`src/rtl/apb_rr_master_pkg.sv`:
```
// Shared types and constants for the two-port APB4 round-robin master.
// The optional ACCESS timeout is enabled by defining APB_RR_MASTER_TIMEOUT_EN.
package apb_rr_master_pkg;

    localparam int APB_ADDR_W             = 16;
    localparam int APB_DATA_W             = 32;
    localparam int APB_STRB_W             = 4;
    localparam int TIMEOUT_CYCLES_DEFAULT = 16;

    typedef enum logic [1:0] {
        ST_IDLE   = 2'd0,
        ST_SETUP  = 2'd1,
        ST_ACCESS = 2'd2
    } apb_state_t;

    typedef struct packed {
        logic                  write;
        logic [APB_ADDR_W-1:0] addr;
        logic [APB_DATA_W-1:0] wdata;
        logic [APB_STRB_W-1:0] wstrb;
        logic [2:0]            prot;
    } apb_cmd_t;

    // APB4 reads must present zero write data and zero strobes.
    function automatic apb_cmd_t sanitize_cmd(input apb_cmd_t c);
        apb_cmd_t r;
        r = c;
        if (!c.write) begin
            r.wdata = '0;
            r.wstrb = '0;
        end else begin
            r.wdata = c.wdata;
            r.wstrb = c.wstrb;
        end
        return r;
    endfunction

endpackage

```
`src/rtl/apb_rr_master_chk.sv`:
```
// Protocol checker for the APB master: handshake one-hotness and phase ordering.
module apb_rr_master_chk (
    input logic       pclk,
    input logic       presetn,
    input logic       psel,
    input logic       penable,
    input logic [1:0] ready,
    input logic [1:0] resp_valid
);

    // penable is only meaningful while the slave is selected.
    a_enable_in_sel: assert property (@(posedge pclk) disable iff (!presetn)
        penable |-> psel) else $error("apb_rr_master_chk: penable without psel");

    // SETUP always lasts exactly one cycle.
    a_setup_one: assert property (@(posedge pclk) disable iff (!presetn)
        (psel && !penable) |=> penable) else $error("apb_rr_master_chk: SETUP not followed by ACCESS");

    a_ready_1h: assert property (@(posedge pclk) disable iff (!presetn)
        $onehot0(ready)) else $error("apb_rr_master_chk: both requesters accepted");

    a_resp_1h: assert property (@(posedge pclk) disable iff (!presetn)
        $onehot0(resp_valid)) else $error("apb_rr_master_chk: two responses at once");

    a_resp_pulse: assert property (@(posedge pclk) disable iff (!presetn)
        (|resp_valid) |=> !(|resp_valid)) else $error("apb_rr_master_chk: response longer than one cycle");

endmodule

```
`src/rtl/apb_rr_master_rr_arb2.sv`:
```
// Two-way round-robin grant with the last-granted register.
// A tie goes to the requester that was not granted last; last resets to 1.
module rr_arb2
    import apb_rr_master_pkg::*;
(
    input  logic       pclk,
    input  logic       presetn,
    input  logic [1:0] valid,
    input  logic       en,
    output logic [1:0] grant
);

    logic last_r;

    // Grant selection from the pending requests and the last winner.
    always_comb begin
        grant = 2'b00;
        case (valid)
            2'b01:   grant = 2'b01;
            2'b10:   grant = 2'b10;
            2'b11:   grant = last_r ? 2'b01 : 2'b10;
            default: grant = 2'b00;
        endcase
    end

    // Last-granted register, updated only when the grant is consumed.
    always_ff @(posedge pclk or negedge presetn) begin
        if (!presetn) begin
            last_r <= 1'b1;
        end else if (en) begin
            last_r <= grant[1];
        end else begin
            last_r <= last_r;
        end
    end

endmodule

```
`src/rtl/apb_rr_master.sv`:
```
// Two-port APB4 master: round-robin arbitration, SETUP/ACCESS sequencing, response routing.
// Define APB_RR_MASTER_TIMEOUT_EN to abort ACCESS after TIMEOUT_CYCLES cycles without pready.
module apb_rr_master
    import apb_rr_master_pkg::*;
#(
    parameter int TIMEOUT_CYCLES = TIMEOUT_CYCLES_DEFAULT
) (
    input  logic                  pclk,
    input  logic                  presetn,
    input  logic                  req0_valid,
    output logic                  req0_ready,
    input  logic                  req0_write,
    input  logic [APB_ADDR_W-1:0] req0_addr,
    input  logic [APB_DATA_W-1:0] req0_wdata,
    input  logic [APB_STRB_W-1:0] req0_wstrb,
    input  logic [2:0]            req0_prot,
    output logic                  resp0_valid,
    output logic [APB_DATA_W-1:0] resp0_rdata,
    output logic                  resp0_err,
    input  logic                  req1_valid,
    output logic                  req1_ready,
    input  logic                  req1_write,
    input  logic [APB_ADDR_W-1:0] req1_addr,
    input  logic [APB_DATA_W-1:0] req1_wdata,
    input  logic [APB_STRB_W-1:0] req1_wstrb,
    input  logic [2:0]            req1_prot,
    output logic                  resp1_valid,
    output logic [APB_DATA_W-1:0] resp1_rdata,
    output logic                  resp1_err,
    output logic [APB_ADDR_W-1:0] paddr,
    output logic [2:0]            pprot,
    output logic                  psel,
    output logic                  penable,
    output logic                  pwrite,
    output logic [APB_DATA_W-1:0] pwdata,
    output logic [APB_STRB_W-1:0] pwstrb,
    input  logic                  pready,
    input  logic [APB_DATA_W-1:0] prdata,
    input  logic                  pslverr
);

    if (TIMEOUT_CYCLES < 2) begin : g_timeout_guard
        $error("apb_rr_master: TIMEOUT_CYCLES must be at least 2");
    end

    apb_state_t            state_r;
    apb_state_t            state_nx;
    logic [1:0]            valid_s;
    logic [1:0]            grant_s;
    logic                  accept_s;
    logic                  complete_s;
    logic                  timeout_s;
    logic                  timeout_hit_s;
    logic                  id_r;
    apb_cmd_t              cmd_s;
    logic [APB_DATA_W-1:0] resp_rdata_s;
    logic                  resp_err_s;

    assign valid_s    = {req1_valid, req0_valid};
    assign req0_ready = (state_r == ST_IDLE) & grant_s[0];
    assign req1_ready = (state_r == ST_IDLE) & grant_s[1];

    rr_arb2 u_arb (
        .pclk    (pclk),
        .presetn (presetn),
        .valid   (valid_s),
        .en      (accept_s),
        .grant   (grant_s)
    );

`ifdef APB_RR_MASTER_TIMEOUT_EN
    localparam int CNT_W = (TIMEOUT_CYCLES > 2) ? $clog2(TIMEOUT_CYCLES) : 1;
    localparam logic [CNT_W-1:0] CNT_LAST = CNT_W'(TIMEOUT_CYCLES - 1);

    logic [CNT_W-1:0] acc_cnt_r;

    // ACCESS cycle counter; it sits at zero outside ACCESS so entry always starts from 0.
    always_ff @(posedge pclk or negedge presetn) begin
        if (!presetn) begin
            acc_cnt_r <= '0;
        end else if (state_r == ST_ACCESS) begin
            acc_cnt_r <= acc_cnt_r + CNT_W'(1);
        end else begin
            acc_cnt_r <= '0;
        end
    end

    assign timeout_hit_s = (state_r == ST_ACCESS) && (acc_cnt_r == CNT_LAST);
`else
    assign timeout_hit_s = 1'b0;
`endif

    // Command of the granted requester, with read data/strobes forced to zero.
    always_comb begin
        cmd_s = '0;
        if (grant_s[1]) begin
            cmd_s = sanitize_cmd('{write: req1_write, addr: req1_addr, wdata: req1_wdata,
                                   wstrb: req1_wstrb, prot: req1_prot});
        end else begin
            cmd_s = sanitize_cmd('{write: req0_write, addr: req0_addr, wdata: req0_wdata,
                                   wstrb: req0_wstrb, prot: req0_prot});
        end
    end

    // FSM state register.
    always_ff @(posedge pclk or negedge presetn) begin
        if (!presetn) begin
            state_r <= ST_IDLE;
        end else begin
            state_r <= state_nx;
        end
    end

    // Next state plus accept/completion strobes; pready wins over a same-cycle timeout.
    always_comb begin
        state_nx   = state_r;
        accept_s   = 1'b0;
        complete_s = 1'b0;
        timeout_s  = 1'b0;
        case (state_r)
            ST_IDLE: begin
                if (|valid_s) begin
                    accept_s = 1'b1;
                    state_nx = ST_SETUP;
                end else begin
                    state_nx = ST_IDLE;
                end
            end
            ST_SETUP: begin
                state_nx = ST_ACCESS;
            end
            ST_ACCESS: begin
                if (pready) begin
                    complete_s = 1'b1;
                    state_nx   = ST_IDLE;
                end else if (timeout_hit_s) begin
                    complete_s = 1'b1;
                    timeout_s  = 1'b1;
                    state_nx   = ST_IDLE;
                end else begin
                    state_nx = ST_ACCESS;
                end
            end
            default: begin
                state_nx = ST_IDLE;
            end
        endcase
    end

    // Response payload: reads return prdata, writes and aborts return zero.
    always_comb begin
        resp_rdata_s = '0;
        resp_err_s   = 1'b0;
        if (timeout_s) begin
            resp_rdata_s = '0;
            resp_err_s   = 1'b1;
        end else if (pwrite) begin
            resp_rdata_s = '0;
            resp_err_s   = pslverr;
        end else begin
            resp_rdata_s = prdata;
            resp_err_s   = pslverr;
        end
    end

    // APB request registers and the owner of the in-flight transfer.
    always_ff @(posedge pclk or negedge presetn) begin
        if (!presetn) begin
            paddr   <= '0;
            pprot   <= 3'd0;
            pwrite  <= 1'b0;
            pwdata  <= '0;
            pwstrb  <= '0;
            psel    <= 1'b0;
            penable <= 1'b0;
            id_r    <= 1'b0;
        end else if (accept_s) begin
            paddr   <= cmd_s.addr;
            pprot   <= cmd_s.prot;
            pwrite  <= cmd_s.write;
            pwdata  <= cmd_s.wdata;
            pwstrb  <= cmd_s.wstrb;
            psel    <= 1'b1;
            penable <= 1'b0;
            id_r    <= grant_s[1];
        end else if (state_r == ST_SETUP) begin
            penable <= 1'b1;
        end else if (complete_s) begin
            psel    <= 1'b0;
            penable <= 1'b0;
        end else begin
            psel    <= psel;
            penable <= penable;
        end
    end

    // Response registers: one-cycle valid pulse routed to the issuing requester.
    always_ff @(posedge pclk or negedge presetn) begin
        if (!presetn) begin
            resp0_valid <= 1'b0;
            resp0_rdata <= '0;
            resp0_err   <= 1'b0;
            resp1_valid <= 1'b0;
            resp1_rdata <= '0;
            resp1_err   <= 1'b0;
        end else begin
            resp0_valid <= complete_s & ~id_r;
            resp1_valid <= complete_s & id_r;
            if (complete_s && id_r) begin
                resp1_rdata <= resp_rdata_s;
                resp1_err   <= resp_err_s;
            end else if (complete_s) begin
                resp0_rdata <= resp_rdata_s;
                resp0_err   <= resp_err_s;
            end else begin
                resp0_rdata <= resp0_rdata;
                resp1_rdata <= resp1_rdata;
            end
        end
    end

    apb_rr_master_chk u_chk (
        .pclk       (pclk),
        .presetn    (presetn),
        .psel       (psel),
        .penable    (penable),
        .ready      ({req1_ready, req0_ready}),
        .resp_valid ({resp1_valid, resp0_valid})
    );

endmodule

```
`config.mk`:
```
export PLATFORM = sky130hd
export DESIGN_NAME = apb_rr_master
export DESIGN_NICKNAME = d
export VERILOG_FILES = /design/src/rtl/apb_rr_master_pkg.sv /design/src/rtl/apb_rr_master_chk.sv /design/src/rtl/apb_rr_master_rr_arb2.sv /design/src/rtl/apb_rr_master.sv
export SDC_FILE = /design/constraint.sdc
export NUM_CORES = 1
export LEC_CHECK = 0
export CAP_MARGIN = 20
export CORE_ASPECT_RATIO = 0.75
export CORE_MARGIN = 2
export CORE_UTILIZATION = 23
export DETAILED_ROUTE_END_ITERATION = 8
export PLACE_DENSITY_LB_ADDON = 0.08
export SLEW_MARGIN = 10
export SYNTH_ARGS = -nofsm -noshare
export SYNTH_HDL_FRONTEND = slang
export SYNTH_SLANG_ARGS = --single-unit
```
`constraint.sdc`:
```
create_clock -name pclk -period 1.4 [get_ports pclk]
set_input_delay 0.28 -clock pclk [delete_from_list [all_inputs] [get_ports pclk]]
set_output_delay 0.28 -clock pclk [all_outputs]
set_load 0.03 [all_outputs]
```
==> qor.yml <==
multi_input_area_um2: 2280
ys_ff_latch: 130
clkTransAtPathRegs_ps: 60
gp_routability_congestion: 0.8221
pin_count: 278
internal-power_mw: 13.82
drive_gt1_frac: 0.3607
clkSinkCount: 130
synthMuxAreaShare: 0.004023
ys_warn_count: 0
wl_per_cell_um: 18.74
combinationalPowerShare: 0.549
fin_skew_ps: 9.180
track_usage: 0.1740
status: "complete, but fails checks"
synth_cell_types: 28
cp-startpoint: "u_arb.last_r"
arrival_ps: 1410
synth.area.top_cells: "dfrtp_1 58%, nand3_1 6.6%, o21ai_0 6.0%"
fmax_mhz: 591.8
clockRootBuffer: "clkbuf_16"
synth_fp_nets: 708
synth_xor_area_frac: 0
synthFlopType: "dfrtp_1"
p_sw_mw: 10.47
viasPerCell: 4.682
synth-edff-count: 0
antenna_cells: 0
synthArstFlopShare: 1.000
fill_cells: 2283
min_period_over_period: 1.207
fin_hold_ws_ps: 309.4
grt_pass1_vias: 5755
power.total_mw: 24.29
cts_buffer_depth: 2
ff_latch_area_um2: 3258
synth_compound_area_frac: 0.1826
grt_max_degree: 43
worst_slack_ps: -289.9
port_buffers: 277
drt_first_pass_iters: 4
syn_inst: 558
criticalPathCategory: "reg2out"
slew_viol_final: 0
setup_viol: 124
grt_pass1_wl_um: 34060
p_seq_frac: 0.276
vias: 5703
final_nets: 1049
placementRows: 49
syn_avg_cell_area_um2: 10.03
placed_area_um2: 9191
synth_common_cells: "129 x dfrtp_1, 74 x nand3_1, 69 x nand2_1, 67 x o21ai_0"
post-route-min-period_ps: 1690
rsz0062_at_grt: "true"
drt-total-wl_um: 22830
dp_hpwl_um: 14410
drc_errors: 0
dieArea_um2: 25610
cp_data_required_time_ps: 1120
initial_utilization: 0.2341
netlist_area_um2: 5598
setup_tns_ps: -18290
synth_top_family_by_area: "compound AO/OA/AOI/OAI gates"
synth_simple_gate_area_frac: 0.1788
core_region_area_um2: 23910
violations: "setup timing"
overflow: 0
numCtsBuffers: 17
p_clk_frac: 0.176
final-hold-violation-count: 0
fin_area_um2: 10590
die_h_um: 139.1
vdd_drop_max_mv: 0.7477
leakage_nw: 4.612
post-synth-top-count-cell: "dfrtp_1"
clk_latency_ps: 410
cts_tree: "yes"
synth_largest_area_cell: "dfrtp_1"
cts_max_level: 4
area_growth_pct: 89.09
drtIter0Drc: 316
swShare: 0.4312
reg2reg_from: "u_arb.last_r"
maxCapViolations: 0
ant_nets: 0
start_kind: "register"
antenna_found_initial: 0
path_max_fanout: 3
maxSlewHeadroom: 0.7191
endpoint_kind: "output port"
die_w_um: 184.1
synth_seq_area_share: 0.5814
synth.top_cell.area_share: 0.5767
synth_adder_area_share: 0
hold_path_class: "in2async"
power.density_nw_per_um2: 2295
worst_slew_pin_slew_ps: 421.3
final cells by class:
class / count / share of cell area
Multi-Input combinational cell: 371 / 0.2154
Clock buffer: 18 / 0.04054
Timing Repair Buffer: 373 / 0.3856
Inverter: 6 / 0.002128
Sequential cell: 130 / 0.3078
Clock inverter: 14 / 0.01241
Tap cell: 306 / 0.03617
per-stage QoR:
| step | cells | utilization | setup WS (ps) |
|---|---|---|---|
| after global placement | 1136 | 0.3844 | -355.8 |
| after detailed placement | 1136 | 0.3844 | -385.0 |
| final | 1218 | 0.4427 | -289.9 |
| after global routing | 1218 | 0.4427 | -349.1 |
| after floorplan | 558 | - | -23.63 |
| after CTS | 1203 | 0.4421 | -315.0 |
layer usage:
layer | up-vias | track usage | part of all wire | wire length [um]
met4 | 0 | 0.04126 | 0.015 | 334
met3 | 23 | 0.05252 | 0.068 | 1560
met2 | 210 | 0.2707 | 0.45 | 10270
li1 | 2692 | - | - | -
met5 | - | 0 | 0 | 0
met1 | 2778 | 0.2374 | 0.47 | 10670
placed cells by master, fill, tap and decap left out, types with 2 or more instances in the layout:
master / synthesis / final
inv_6: 0 / 3
nor2_4: 0 / 2
inv_1: 5 / 4
buf_12: 0 / 34
o221a_4: 0 / 2
nand2_2: 0 / 13
dfrtp_1: 129 / 126
inv_2: 1 / 2
buf_8: 0 / 3
nand2_1: 69 / 55
buf_16: 0 / 12
buf_6: 4 / 17
o21ai_2: 0 / 14
clkdlybuf4s15_2: 0 / 37
nand3_2: 0 / 8
clkinvlp_4: 0 / 3
or2_4: 1 / 2
or3_4: 0 / 2
buf_4: 4 / 34
clkbuf_16: 0 / 26
nand2b_1: 33 / 32
o21ai_1: 1 / 43
o21ai_0: 67 / 11
buf_2: 28 / 76
dfrtp_2: 0 / 3
bufbuf_16: 0 / 2
o221a_2: 19 / 17
clkinv_4: 0 / 3
clkinv_2: 0 / 3
mux2_4: 0 / 2
a21o_1: 2 / 2
or3_1: 19 / 17
a21oi_1: 37 / 37
clkdlybuf4s50_1: 0 / 148
a31oi_1: 37 / 37
nand3_1: 74 / 65
worst max-delay path, cell delays in order, from the launching register on:
cell and delay (ps):
dfstp_2 540, nand2b_4 130, nand3_4 60, buf_6 120, inv_2 40, buf_6 120
logic make-up (layout without fill, tap and decap cells):
family          Yosys count  after routing
compound gates          166            166
buf+inv                  58            411
flops                   130            130
mux                       2              2
simple gates            202            203
state kept, by name (all words and copies together) (netlist names):
| register | cells |
|---|---|
| resp1_rdata | 32 |
| id_r | 1 |
| resp0_err | 1 |
| resp0_valid | 1 |
| state_r | 2 |
| paddr | 16 |
| pwdata | 32 |
| psel | 1 |
| resp1_err | 1 |
| resp0_rdata | 32 |
| u_arb.last_r | 1 |
| pwrite | 1 |
| resp1_valid | 1 |
| penable | 1 |
| pprot | 3 |
| pwstrb | 4 |
power groups by stage:
stage	Clock (mW)	Combinational, mW	Sequential (mW)
2_1_floorplan	0	3.27	9.93
3_3_place_gp	0	12.5	6.70
3_5_place_dp	0	12.6	6.75
4_1_cts	4.39	13.5	6.72
5_1_grt	4.58	14.2	6.93
6_report	4.27	13.3	6.70
worst paths after layout:
check,end,depth (start not counted),slack [ps]
worst max-delay path,req0_ready,5,-290
worst min-delay path,paddr[9],2,310
worst max register to register,pwdata[8],8,-260
worst min register to register,resp1_rdata[17],2,480
max in group asynchronous,pwdata[17],3,530
min in group pclk,resp1_rdata[20],3,450
timing repair:
| action | 4_1_cts | 5_1_grt |
|---|---|---|
| gates cloned | 14 | 11 |
| gates resized for setup | 414 | 223 |
| setup buffers | 20 | 7 |
| hold buffers | 1 | 0 |
| endpoints found under the hold margin | 21 | 0 |
| setup endpoints to repair | 160 | 198 |
| pin swaps | 27 | 26 |
No activity file was read; power rests on OpenSTA's default activity.
